## src/rtl/rv32_m_arbiter.sv

```systemverilog
// Round-robin arbiter that shares one external RV32M multiply/divide unit among N_PORTS requesters.
// Every output comes from a flop. The unit sees exactly one o_m_en pulse for each granted request.
module rv32_m_arbiter #(
  parameter int N_PORTS = 2,
  parameter int XLEN    = 32
) (
  input  logic                    i_clk,
  input  logic                    i_rst,
  input  logic [N_PORTS-1:0]      i_req_en,
  input  logic [N_PORTS*XLEN-1:0] i_req_rs1,
  input  logic [N_PORTS*XLEN-1:0] i_req_rs2,
  input  logic [N_PORTS*3-1:0]    i_req_f3,
  output logic [N_PORTS-1:0]      o_req_ack,
  output logic [XLEN-1:0]         o_req_res,
  output logic                    o_m_en,
  output logic [XLEN-1:0]         o_m_rs1,
  output logic [XLEN-1:0]         o_m_rs2,
  output logic [2:0]              o_m_f3,
  input  logic                    i_m_ack,
  input  logic [XLEN-1:0]         i_m_res,
  output logic                    o_busy
);
  localparam int IW = (N_PORTS > 1) ? $clog2(N_PORTS) : 1;

  typedef enum logic [1:0] {IDLE, ISSUE, WAIT, DONE} state_t;
  state_t state, state_nx;

  logic [IW-1:0]   rr_ptr, grant, pick, cand;
  logic            pick_vld;
  logic [XLEN-1:0] rs1_a [N_PORTS];
  logic [XLEN-1:0] rs2_a [N_PORTS];
  logic [2:0]      f3_a  [N_PORTS];

  for (genvar p = 0; p < N_PORTS; p++) begin : g_unpack
    assign rs1_a[p] = i_req_rs1[p*XLEN +: XLEN];
    assign rs2_a[p] = i_req_rs2[p*XLEN +: XLEN];
    assign f3_a[p]  = i_req_f3[p*3 +: 3];
  end

  // The search starts at rr_ptr and takes the first port that is requesting.
  always_comb begin
    // NOTE: every always_comb output gets a default first, so that no path can infer a latch.
    pick     = '0;
    pick_vld = 1'b0;
    cand     = '0;
    for (int k = 0; k < N_PORTS; k++) begin
      cand = IW'((int'(rr_ptr) + k) % N_PORTS);
      if (!pick_vld && i_req_en[cand]) begin
        pick     = cand;
        pick_vld = 1'b1;
      end
    end
  end

  always_comb begin
    state_nx = state;
    case (state)
      IDLE:    if (pick_vld) state_nx = ISSUE;
      ISSUE:   state_nx = WAIT;
      // If the requester has flushed, the result is dropped and no ack is sent.
      WAIT:    if (i_m_ack) state_nx = i_req_en[grant] ? DONE : IDLE;
      DONE:    state_nx = IDLE;
      default: state_nx = IDLE;
    endcase
  end

  always_ff @(posedge i_clk or negedge i_rst) begin
    // NOTE: sequential state uses non-blocking assignments only, so every flop samples pre-edge values.
    if (!i_rst) state <= IDLE;
    else        state <= state_nx;
  end

  always_ff @(posedge i_clk or negedge i_rst) begin
    if (!i_rst) begin
      rr_ptr    <= '0;
      grant     <= '0;
      o_m_en    <= 1'b0;
      o_m_rs1   <= '0;
      o_m_rs2   <= '0;
      o_m_f3    <= '0;
      o_req_ack <= '0;
      o_req_res <= '0;
      o_busy    <= 1'b0;
    end else begin
      o_m_en    <= (state_nx == ISSUE);
      o_busy    <= (state_nx != IDLE);
      o_req_ack <= '0;
      if (state == IDLE && pick_vld) begin
        grant   <= pick;
        o_m_rs1 <= rs1_a[pick];
        o_m_rs2 <= rs2_a[pick];
        o_m_f3  <= f3_a[pick];
      end
      if (state == WAIT && i_m_ack && i_req_en[grant]) begin
        o_req_res <= i_m_res;
        o_req_ack <= N_PORTS'(1) << grant;
      end
      if (state == DONE)
        rr_ptr <= (grant == IW'(N_PORTS - 1)) ? '0 : grant + 1'b1;
    end
  end

endmodule
```

## config.mk

```make
export PLATFORM = sky130hd
export DESIGN_NAME = rv32_m_arbiter
export DESIGN_NICKNAME = d
export VERILOG_FILES = /design/src/rtl/rv32_m_arbiter.sv
export SDC_FILE = /design/constraint.sdc
export NUM_CORES = 1
export LEC_CHECK = 0
export ABC_AREA = 1
export CORE_ASPECT_RATIO = 1.1
export CORE_UTILIZATION = 30
export CTS_BUF_LIST = sky130_fd_sc_hd__clkbuf_16
export CTS_CLUSTER_DIAMETER = 100
export DETAILED_ROUTE_END_ITERATION = 8
export PLACE_DENSITY = 0.76
export SYNTH_ARGS = -nofsm -noshare
export SYNTH_HDL_FRONTEND = slang
export SYNTH_SLANG_ARGS = --single-unit
```

## constraint.sdc

```tcl
create_clock -name i_clk -period 1.3 [get_ports i_clk]
set_clock_uncertainty 0.1 [all_clocks]
set_input_delay 0.26 -clock i_clk [delete_from_list [all_inputs] [get_ports i_clk]]
set_output_delay 0.26 -clock i_clk [all_outputs]
set_load 0.01 [all_outputs]
```

---- Word level (Yosys, flattened, before mapping) ----
Cells that the tools add are included.
operators by class
  reductions and logical operators ........ 7
  $lt $le $gt $ge ......................... 4
  shift operators ......................... 1
  equality and inequality tests ........... 4
  bitwise operators ....................... 1
  add/subtract/negate cells ............... 2
  mux-type cells .......................... 25
operators by type and width
  kind                                                        number
  2-to-1 mux 32 bit                                           6
  2-to-1 mux 1 bit                                            11
  2-to-1 mux 3 bit                                            3
  2-to-1 mux 2 bit                                            4
  one-hot mux 2 bit (4 select lines)                          1
  less-than comparator 1 x 2 -> 1 bit, second input constant  3
  == test 2 x 1 -> 1 bit, second input constant               2
  == test 2 bit, second input constant                        2
  logical AND 1 bit                                           4
  adder 1 bit, second input constant                          2
  greater-or-equal comparator 2 bit, second input constant    1
  logical NOT 2 bit                                           1
  NOT 1 -> 2 bit                                              1
  nonzero test 2 bit                                          1
  << shifter 1 x 1 -> 2 bit, first input constant             1
  logical NOT 1 bit                                           1
storage, ports and cells
  logic and storage cells ................. 54
  input bits .............................. 171
  flip-flop bits (word level) ............. 107
  output and inout port bits .............. 103

---- Depth between registers and ports, before layout ----
  depth after elaboration ................. 10
  mapped depth ............................ 8
  gate-level depth less buffers ........... 6

---- Least setup slack after synthesis ----
OpenSTA, ideal clock, no wires.
  kind .................................... register to register
  start point ............................. reg state[0]
  end point ............................... reg o_req_res[10]
  clock period less this slack ............ 1.266 ns
  library setup time ...................... 0.117 ns
  required time ........................... 1.083 ns
  stages on the path, launching flop included .. 8
  arrival time ............................ 1.049 ns
  setup slack ............................. 0.034 ns
  path buffers ............................ 1
  cells stage by stage .................... dfrtp_1 -> inv_2 -> nand2_1 -> nor2_2 -> nand2_2 -> buf_4 -> nand2_1 -> nand2_1
on the way
  word-level cells in the longest chain between the ends .. 3
ends and longest elaborated chain
  element                          line  RTL
  start: declaration               26    state_t state, state_nx;
  start signal: assignment         70    else state <= state_nx;
  == test 2 bit                    94    if (state == WAIT && i_m_ack && i_req_en[grant]) begin
  logical AND 1 bit (2 in series)  94
  end signal: assignment           95    o_req_res <= i_m_res;
  end: declaration                 14    output logic [XLEN-1:0] o_req_res,
No other way between the ends.
A chain may end at the register's enable or synchronous reset.

---- Final worst setup path ----
  start point ............................. reg state[1]
  end point ............................... reg o_m_rs2[5]
on the way
  word-level cells in the longest chain between the ends .. 2
ends and longest elaborated chain
  element                 line  RTL
  logical NOT 2 bit       88    if (state == IDLE && pick_vld) begin
  logical AND 1 bit       88
  end signal: assignment  91    o_m_rs2 <= rs2_a[pick];
  end: declaration        17    output logic [XLEN-1:0] o_m_rs2,
No other way between the ends.

==> impl_metrics.env <==
export IMPL_required_ns=1.49
export IMPL_highest_layer="met4"
export IMPL_yosys_warnings=0
export IMPL_drv_cap=0
export IMPL_area_sequential_sq_um=2680
export IMPL_switching_share=0.397
export IMPL_instances_no_fill=1300
export IMPL_dpl_hpwl_mm=12.4
export IMPL_worst_path_max_delay_cell="dfrtp_1"
export IMPL_crit_fanout=8
export IMPL_drtIter0Drc=240
export IMPL_hold_viol_final=0
export IMPL_crit_chain="inv_1 -> nand2_2 -> nor2_4 -> buf_6 -> clkbuf_16 -> nand3_1 -> nand2_1"
export IMPL_gr_total_overflow=0
export IMPL_rr_worst_depth=7
export IMPL_yosysTopAreaCell="dfrtp_1"
export IMPL_coreArea_sq_um=17700
export IMPL_synth_edf_count=0
export IMPL_cts_tree="yes"
export IMPL_clockRootBuffer="clkbuf_16"
export IMPL_power_density_nw_per_um2=1940
export IMPL_cts_buffers=9
export IMPL_tightest_slew_ns=0.230
export IMPL_arrival_ns=1.55
export IMPL_peakVddDrop_mv=0.775
export IMPL_p_switching_w=0.00690
export IMPL_worstSetupEndpoint="o_m_rs2[5]$_DFFE_PN0P_"
export IMPL_grt_setup_unrepaired="true"
export IMPL_clk_path_buf_depth=2
export IMPL_fmaxAchievable_ghz=0.738
export IMPL_wl_met3_mm=1.41
export IMPL_min_path_type="in2async"
export IMPL_die_x_um=130
export IMPL_nets=1227
export IMPL_grt_pass1_vias=5244
export IMPL_multiInputGateArea_sq_um=2070
export IMPL_routed_via_density=4.45
export IMPL_m1WireLength_mm=7.62
export IMPL_synth_area_sq_um=5420
export IMPL_grt_pass1_wl_mm=25.9
export IMPL_antenna_left=0
export IMPL_die_h_um=143
export IMPL_synth_top_cell_area_share=0.494
export IMPL_yosysSeqAreaShare=0.494
export IMPL_fin_area_sq_um=8990
export IMPL_clkLatencyLatePin_ns=0.35
export IMPL_setup_ws_ns=-0.0542
export IMPL_power_frac_comb=0.503
export IMPL_synth_ff_type="dfrtp_1"
export IMPL_worstSetupPathType="reg2reg"
export IMPL_gr_usage_all_layers=0.180
export IMPL_yosys_top_cells_count="nand2_1, nand3_1, inv_1"
export IMPL_status="finished, violations left"
export IMPL_drive_gt1_frac=0.208
export IMPL_dp_cells=1254
export IMPL_period_share=1.04
export IMPL_power_leakage_nw=5.03
export IMPL_first_pass_iters=7
export IMPL_n_fill_cell=1724
export IMPL_ys_ff_latch=107
export IMPL_setup_viol=41
export IMPL_initial_core_util=0.306
export IMPL_totalWireLength_mm=18.5
export IMPL_clock_sinks=107
export IMPL_place_area_sq_um=8620
export IMPL_postSynth_asyncResetShare=1.00
export IMPL_routabilityCongestion=0.801
export IMPL_dpl_worst_slack_ns=-0.416
export IMPL_die_area_sq_um=18600
export IMPL_grt_start_max_net_pins=44
export IMPL_avgSynthCellArea_sq_um=7.22
export IMPL_fin_util=0.508
export IMPL_rows=51
export IMPL_h_tree_depth=3
export IMPL_vias=5789
export IMPL_wire_per_inst_um=14.2
export IMPL_reg2reg_from="state[1]$_DFF_PN0_"
export IMPL_boundaryPins=274
export IMPL_start_kind="flop"
export IMPL_regToRegSetupSlack_ns=-0.05
export IMPL_r2r_end="o_m_rs2[5]$_DFFE_PN0P_"
export IMPL_p_seq_frac=0.331
export IMPL_yosys_top_cells_area="dfrtp_1, nand2_1, nand3_1, inv_1, buf_2"
export IMPL_synth_nets=921
export IMPL_ys_types=15
export IMPL_worst_setup_path_end_kind="flop"
export IMPL_path_clk_slew_ns=0.08
export IMPL_slowest_delay_ns=0.40
export IMPL_fin_crit_ns=1.35
export IMPL_drv_slew=0
export IMPL_io_buffer_count=273
export IMPL_syn_inst=750
export IMPL_p_clk_frac=0.166
export IMPL_route_detailed_drc=0
export IMPL_slew_limit_headroom=0.847
export IMPL_startpoint="state[1]$_DFF_PN0_"
export IMPL_violations="setup timing"
export IMPL_synth_most_common_cell="nand2_1"
export IMPL_antenna_found_initial=1
export IMPL_p_int_w=0.0105
export IMPL_wl_met2_mm=9.15
export IMPL_power_w=0.0174
export IMPL_area_growth_pct=65.9
layer usage:
| layer | GRT usage | up-vias |
|---|---|---|
| met5 | 0 | - |
| met1 | 0.214 | 2662 |
| li1 | - | 2868 |
| met3 | 0.0483 | 30 |
| met2 | 0.315 | 229 |
| met4 | 0.0508 | 0 |
kinds of logic (layout without fill, tap and decap cells):
logic type             count (synthesis)  in the layout  share of synthesized area
and+or+nand+nor                      454            454                      0.357
buffers and inverters                187            498                      0.146
DFF                                  107            107                      0.494
other                                  0              1                          0
AOI/OAI and AO/OA                      2              2                    0.00185
state kept, by name (all words and copies together) (netlist names):
register and count:
o_req_ack 2, grant 1, o_m_en 1, o_req_res 32
state 2, rr_ptr 1, o_m_f3 3, o_m_rs1 32
o_m_rs2 32, o_busy 1
worst min-delay path by stage:
stage               startpoint                   endpoint  slack [ns]  depth (start not counted)
finish                   i_rst   o_req_res[6]$_DFFE_PN0P_        0.21                          2
global route             i_rst   o_req_res[6]$_DFFE_PN0P_        0.23                          2
CTS                      i_rst   o_req_res[6]$_DFFE_PN0P_        0.20                          2
detailed placement       i_rst  o_req_res[10]$_DFFE_PN0P_        0.03                          1
global placement         i_rst  o_req_res[10]$_DFFE_PN0P_        0.03                          1
floorplan                i_rst          grant$_DFFE_PN0P_       -0.14                          0
timing repair:
action	in CTS	in global routing
gates cloned	1	11
hold buffers	1	0
setup buffers	11	5
setup endpoints to repair	166	102
resized for setup	424	35
endpoints found under the hold margin	107	0
pin swaps	0	13
power by group through the flow:
stage | combinational [W] | clock, W | sequential (W)
after floorplan | 0.00323 | 0 | 0.00651
after global placement | 0.00885 | 0 | 0.00585
after detailed placement | 0.00900 | 0 | 0.00581
after CTS | 0.00792 | 0.00299 | 0.00574
after global routing | 0.00960 | 0.00310 | 0.00596
final | 0.00875 | 0.00289 | 0.00576
critical path: cells and delay by family (launching register included):
family | cells | cell delay, ns
flops | 1 | 0.40
buf+inv | 3 | 0.42
simple gates | 4 | 0.36
metrics by stage:
stage,TNS [ns],hold WS (ns)
final,-0.599,0.208
after global routing,-7.07,0.232
after CTS,-0.00856,0.196
after detailed placement,-39.06,0.0332
after global placement,-35.58,0.0342
after floorplan,0,-0.136
cell usage in the layout (no fill, tap or decap):
cell	netlist	routed
bufinv_16	0	1
inv_6	0	1
inv_2	2	3
nand3_1	168	157
nand3_4	0	1
nor2_1	5	4
nand2_8	0	1
clkinv_4	0	1
clkinvlp_4	0	1
buf_2	28	104
nor2_4	1	2
o21ai_0	1	1
buf_12	0	12
buf_6	4	9
clkdlybuf4s50_1	0	167
inv_1	140	138
clkbuf_16	0	17
buf_16	0	2
nand2_4	0	3
nand2_2	3	11
buf_4	7	35
dlygate4sd3_1	0	1
inv_4	0	1
diode_2	0	1
o21ai_1	1	1
inv_8	0	3
dlygate4sd2_1	0	1
buf_8	0	1
nand2_1	275	263
dfrtp_1	107	107
nand3_2	0	10
nor2_2	2	2
layout make-up:
cell class | instances | area share
Sequential cell | 107 | 0.298
Clock buffer | 9 | 0.0251
Inverter | 142 | 0.0596
Timing Repair Buffer | 340 | 0.343
Clock inverter | 7 | 0.00989
Antenna cell | 1 | 0.000278
Tap cell | 238 | 0.0331
Multi-Input combinational cell | 456 | 0.231
Power figures use the tool's default switching activity.
